<file path="src/rtl/dmem_pkg.sv">
// Shared types for the multi-cycle data-memory responder: FSM states, access op, counter sizing.
package dmem_pkg;

  typedef enum logic [1:0] {
    IDLE = 2'd0,
    BUSY = 2'd1,
    DONE = 2'd2
  } state_t;

  typedef enum logic {
    OP_RD = 1'b0,
    OP_WR = 1'b1
  } op_t;

  function automatic int cnt_w(input int lat);
    return (lat < 1) ? 1 : $clog2(lat + 1);
  endfunction

endpackage

</file>
<file path="src/rtl/dmem_wbuf.sv">
// One-entry posted-write buffer: holds a write for LATENCY cycles, then pulses o_commit for one cycle.
module dmem_wbuf
  import dmem_pkg::*;
#(
  parameter int AW      = 5,
  parameter int LATENCY = 3
) (
  input  logic          clk_i,
  input  logic          rst_n_i,
  input  logic          i_push,
  input  logic [AW-1:0] i_idx,
  input  logic [31:0]   i_data,
  output logic          o_full,
  output logic          o_commit,
  output logic [AW-1:0] o_idx,
  output logic [31:0]   o_data
);

  localparam int CW = cnt_w(LATENCY);

  logic          r_full;
  logic [CW-1:0] r_count;
  logic [AW-1:0] r_idx;
  logic [31:0]   r_data;

  always_ff @(posedge clk_i or negedge rst_n_i) begin
    if (!rst_n_i) begin
      r_full  <= 1'b0;
      r_count <= '0;
      r_idx   <= '0;
      r_data  <= '0;
    end else if (i_push) begin
      r_full  <= 1'b1;
      r_count <= CW'(LATENCY - 1);
      r_idx   <= i_idx;
      r_data  <= i_data;
    end else if (r_full) begin
      if (r_count == '0) r_full <= 1'b0;
      else               r_count <= r_count - 1'b1;
    end
  end

  assign o_full   = r_full;
  assign o_commit = r_full && (r_count == '0);
  assign o_idx    = r_idx;
  assign o_data   = r_data;

endmodule

</file>
<file path="src/rtl/data_memory_responder.sv">
// Slow-SRAM data memory behind the MEM-stage port: one access in flight, stall_o freezes the pipeline.
// Optional DMEM_WBUF_EN adds a one-entry posted-write buffer so plain stores do not stall.
module data_memory_responder
  import dmem_pkg::*;
#(
  parameter int DEPTH   = 32,
  parameter int LATENCY = 3
) (
  input  logic        clk_i,
  input  logic        rst_n_i,
  input  logic [31:0] address_i,
  input  logic        Memory_read_i,
  input  logic        Memory_write_i,
  input  logic [31:0] write_data_i,
  output logic [31:0] read_data_o,
  output logic        stall_o,
  output logic        err_o
);

  localparam int AW = $clog2(DEPTH);
  localparam int CW = cnt_w(LATENCY);

  state_t        r_state, w_next;
  logic [CW-1:0] r_count;
  logic [AW-1:0] r_idx;
  logic [31:0]   r_data;
  op_t           r_op;
  logic          r_err;
  logic [31:0]   r_rdata;
  logic [31:0]   r_mem [DEPTH];

  logic          w_req, w_accept, w_commit, w_idle;
  logic [AW-1:0] w_idx, w_c_idx;
  logic [31:0]   w_c_data;
  op_t           w_c_op;
  logic          w_unused_addr;

  logic          w_wb_push, w_wb_full, w_wb_commit;
  logic [AW-1:0] w_wb_idx;
  logic [31:0]   w_wb_data;

  assign w_req         = Memory_read_i | Memory_write_i;
  assign w_idx         = address_i[AW+1:2];
  assign w_unused_addr = ^{address_i[31:AW+2], address_i[1:0]};
  assign w_idle        = (r_state == IDLE);

`ifdef DMEM_WBUF_EN
  assign w_wb_push = w_idle && Memory_write_i && !Memory_read_i && !w_wb_full;

  dmem_wbuf #(.AW(AW), .LATENCY(LATENCY)) u_wbuf (
    .clk_i    (clk_i),
    .rst_n_i  (rst_n_i),
    .i_push   (w_wb_push),
    .i_idx    (w_idx),
    .i_data   (write_data_i),
    .o_full   (w_wb_full),
    .o_commit (w_wb_commit),
    .o_idx    (w_wb_idx),
    .o_data   (w_wb_data)
  );
`else
  assign w_wb_push   = 1'b0;
  assign w_wb_full   = 1'b0;
  assign w_wb_commit = 1'b0;
  assign w_wb_idx    = '0;
  assign w_wb_data   = '0;
`endif

  // Anything waiting behind a buffered write is held off until the buffer drains.
  assign w_accept = w_idle && w_req && !w_wb_full && !w_wb_push;

  // LATENCY==1 commits straight out of IDLE, so the commit path can take live inputs.
  assign w_commit = (w_accept && (LATENCY == 1)) ||
                    ((r_state == BUSY) && (r_count == CW'(1)));
  assign w_c_idx  = w_idle ? w_idx : r_idx;
  assign w_c_data = w_idle ? write_data_i : r_data;
  assign w_c_op   = w_idle ? (Memory_write_i ? OP_WR : OP_RD) : r_op;

  always_ff @(posedge clk_i or negedge rst_n_i) begin
    if (!rst_n_i) r_state <= IDLE;
    else          r_state <= w_next;
  end

  always_comb begin
    w_next = r_state;
    case (r_state)
      IDLE:    if (w_accept) w_next = (LATENCY == 1) ? DONE : BUSY;
      BUSY:    if (r_count == CW'(1)) w_next = DONE;
      DONE:    w_next = IDLE;
      default: w_next = IDLE;
    endcase
  end

  always_comb begin
    stall_o = 1'b0;
    case (r_state)
      IDLE:    stall_o = w_req && !w_wb_push;
      BUSY:    stall_o = 1'b1;
      default: stall_o = 1'b0;
    endcase
  end

  always_ff @(posedge clk_i or negedge rst_n_i) begin
    if (!rst_n_i) begin
      r_count <= '0;
      r_idx   <= '0;
      r_data  <= '0;
      r_op    <= OP_RD;
      r_err   <= 1'b0;
      r_rdata <= '0;
    end else begin
      r_err <= w_accept && Memory_read_i && Memory_write_i;
      if (w_accept) begin
        r_count <= CW'(LATENCY - 1);
        r_idx   <= w_idx;
        r_data  <= write_data_i;
        r_op    <= Memory_write_i ? OP_WR : OP_RD;
      end else if (r_state == BUSY) begin
        r_count <= r_count - 1'b1;
      end
      if (w_commit && (w_c_op == OP_RD)) r_rdata <= r_mem[w_c_idx];
    end
  end

  always_ff @(posedge clk_i or negedge rst_n_i) begin
    if (!rst_n_i) begin
      for (int i = 0; i < DEPTH; i++) r_mem[i] <= '0;
    end else begin
      if (w_commit && (w_c_op == OP_WR)) r_mem[w_c_idx] <= w_c_data;
      if (w_wb_commit)                   r_mem[w_wb_idx] <= w_wb_data;
    end
  end

  assign read_data_o = r_rdata;
  assign err_o       = r_err;

endmodule

</file>
<file path="config.mk">
export PLATFORM = sky130hd
export DESIGN_NAME = data_memory_responder
export DESIGN_NICKNAME = d
export VERILOG_FILES = /design/src/rtl/dmem_pkg.sv /design/src/rtl/dmem_wbuf.sv /design/src/rtl/data_memory_responder.sv
export SDC_FILE = /design/constraint.sdc
export NUM_CORES = 2
export LEC_CHECK = 0
export ABC_AREA = 1
export CAP_MARGIN = 25
export CORE_MARGIN = 3
export CORE_UTILIZATION = 25
export CTS_CLUSTER_SIZE = 20
export DETAILED_ROUTE_END_ITERATION = 8
export PLACE_DENSITY = 0.45
export SETUP_SLACK_MARGIN = 0.15
export SYNTH_ARGS = -nofsm -noshare
export SYNTH_HDL_FRONTEND = slang
export SYNTH_SLANG_ARGS = --single-unit
export TNS_END_PERCENT = 10
</file>
<file path="constraint.sdc">
create_clock -name clk_i -period 2.7 [get_ports clk_i]
set_input_delay 0.27 -clock clk_i [delete_from_list [all_inputs] [get_ports clk_i]]
set_output_delay 0.27 -clock clk_i [all_outputs]
set_load 0.02 [all_outputs]
</file>
==> results.md <==
* Leakage at 0.0313 uW
* Iter 0 DRT Violations at 3,631
* Sequential area share after synthesis at 0.531
* Share of cells above drive strength 1 at 0.0874
* IO Pins at 102
* Worst Path Arrival at 3080 ps
* Width of the die at 461 microns
* FF-to-FF Start: r_state[0]$_DFFE_PN0P_
* Total power at 76,500 uW
* Rows at 166
* Port bufs at 74
* Setup ws final at 261 ps
* Area grow syn2layout at 21.0%
* Final Setup Violations at 0
* Area contributors post-synth: dfrtp_1, nand2_1, o21ai_0, nand3_1, a21oi_1
* Cts bufs inserted at 130
* YS warnings at 0
* Fin. Hold Viols at 0
* Tot GR Track Use at 0.176
* Outcome: finished clean
* Pwr dens at 1220 mW/mm^2
* Worst setup path start: r_state[0]$_DFFE_PN0P_
* Core area at 0.205 sq mm
* Post-route cell area at 0.0627 sq mm
* Area leader, netlist: dfrtp_1
* Worst-Margin Slew at 625 ps
* First-pass GRT wire length at 285,000 microns
* Synth Cell Area at 0.0518 sq mm
* RR Endpoint: read_data_o[4]$_DFFE_PN0P_
* Post-layout nets at 6,972
* Synth top cells by count: nand2_1, dfrtp_1, o21ai_0
* CP Capture Point: read_data_o[4]$_DFFE_PN0P_
* WL/cell at 19.9 microns
* DPL Wire Length at 108,000 microns
* R2R setup slack at 260 ps
* Total wire length at 193,000 microns
* Die height at 461 microns
* Maximum VDD drop at 0.685 mV
* Synthesis-stage register bit count at 1,099
* Placed insts at 9,403
* DRC Markers at 0
* Post-synth EDFFs at 0
* Async S/R FF share, synth at 1.00
* Worst Path Class, Setup: reg -> reg
* Clock slew at reported path FFs at 60 ps
* Skew final at 29.2 ps
* RePlAce Congestion at 0.767
* Path depth of the worst reg2reg path at 16
* CP Max Fanout at 30
* Max Cap Viol at 0
* DR pass1 iterations at 6
* Via density at 4.66
* Pin count of the biggest net entering global routing at 106
* Slew Viols, Final at 0
* Count leader, synth: nand2_1
* Clock root buffer: clkbuf_16
* Dpl ws at -3.11 ps
* Synthesized area per cell at 7.50 sq um
* Die area at 0.213 sq mm
* Post-layout util at 0.305
* Area share of the largest cell type after synthesis at 0.531
* Post-Syn Instances at 6,912
* Initial antenna violation count at 5
* Fin cells at 9,692
* Setup crit end kind: flop
* RSZ-0062 raised after global routing: true
* Total congestion overflow at 0
* H-Tree Depth at 4
* Max Buffers Root-to-Sink at 3
* Post-route ant nets at 0
* Mapped Nets at 6,981
* CP required at 3340 ps
* Max-slew headroom at 0.583
* Starting density of the core at 0.252
* Period minus WS final at 2440 ps
* Via Count at 45,179
* Dominant synthesized flop cell: dfrtp_1
* Max Freq at 410 MHz
* Vias in the first global route at 43,874
* Worst-skew pair later-pin latency at 760 ps
* CTS tree: yes
* Worst Hold Class: in -> async
* CTS Sinks at 1,099
* Critical Path Source Type: flop
* Final period utilization at 0.903
* FILL cells at 22,044
* Total placed instance area at 0.0576 sq mm
* Distinct cell type count after synthesis at 25
-- worst max-delay path: stages (launching register included) --
cell	delay (ps)
dfrtp_1	400
inv_2	80
nand2_4	130
nand2_4	270
nand2_8	160
buf_4	180
buf_12	160
nand2_1	80
nand2_1	40
nand2_1	50
nand2_1	70
nand2_1	60
nand2_1	40
nor2_1	210
nand3_1	220
nand2_1	100
inv_1	40
-- sequential cells by signal, indices dropped and copies added, names as in the netlist --
register     flops
err_o            1
r_mem         1024
read_data_o     32
r_idx            5
r_state          2
r_count          2
r_data          32
r_op             1
-- logic make-up after synthesis --
kind of cell    count (synthesis)  synth area share
simple gates                 3921             0.299
flops                        1099             0.531
fa+ha+maj                       1          0.000241
compound gates               1150             0.113
buf+inv                       741            0.0567
-- layout by cell type, fill, tap and decap left out, types with 35 or more instances in the layout --
cell / n
clkbuf_8: 35
buf_4: 184
nand3_1: 508
a21oi_1: 482
o21ai_1: 62
dfrtp_1: 1099
inv_1: 174
clkdlybuf4s50_1: 72
nor2_1: 541
buf_12: 128
clkbuf_16: 147
o21ai_0: 568
nand2_1: 2820
-- report_power, final --
group | internal, uW | leakage [uW] | switching (uW)
sequential | 22200 | 0.0149 | 2980
combinational | 10700 | 0.0143 | 22700
clock | 10700 | 0.00214 | 7280
total | 43600 | 0.0313 | 32900
-- how the worst min path moves through the flow --
| stage | endpoint | slack, ps | depth (start not counted) |
|---|---|---|---|
| 4_1_cts | r_data[21]$_DFFE_PN0P_ | 40 | 3 |
| 3_3_place_gp | r_mem[918]$_DFFE_PN0P_ | 250 | 1 |
| 3_5_place_dp | r_mem[918]$_DFFE_PN0P_ | 250 | 1 |
| 5_1_grt | r_mem[918]$_DFFE_PN0P_ | 90 | 2 |
| 6_report | r_mem[918]$_DFFE_PN0P_ | 90 | 2 |
| 2_1_floorplan | err_o$_DFF_PN0_ | -30 | 0 |
-- layer usage --
metal,GRT usage,vias up,wire (microns)
met5,0,-,30
met4,0.0415,4,4330
met3,0.0233,226,8770
met2,0.293,1077,89400
met1,0.242,21942,90400
li1,-,21930,-
-- final cells by class --
| cell class | count | area (sq um) | share of cell area |
|---|---|---|---|
| Multi-Input combinational cell | 5073 | 21700 | 0.345 |
| Antenna cell | 3 | 7.51 | 0.000120 |
| Clock buffer | 201 | 4020 | 0.0641 |
| Tap cell | 2688 | 3360 | 0.0536 |
| Clock inverter | 29 | 295 | 0.00471 |
| Timing Repair Buffer | 409 | 5140 | 0.0820 |
| Sequential cell | 1099 | 27500 | 0.439 |
| Inverter | 190 | 721 | 0.0115 |
-- what timing repair did --
action | 4_1_cts | 5_1_grt
pin swaps | 1 | 14
hold buffers | 1 | 0
gates resized for setup | 5 | 17
endpoints found under the hold margin | 442 | 0
gates cloned | 1 | 12
setup buffers | 2 | 40
setup endpoints to repair | 78 | 620
-- through the flow --
| stage | hold slack [ps] | setup TNS (ps) |
|---|---|---|
| after floorplan | -25.6 | 0 |
| after global placement | 251 | -15.4 |
| after detailed placement | 246 | -3.11 |
| after CTS | 42.2 | 0 |
| after global routing | 87.1 | 0 |
| final | 85.6 | 0 |
No activity file was read; power rests on OpenSTA's default activity.
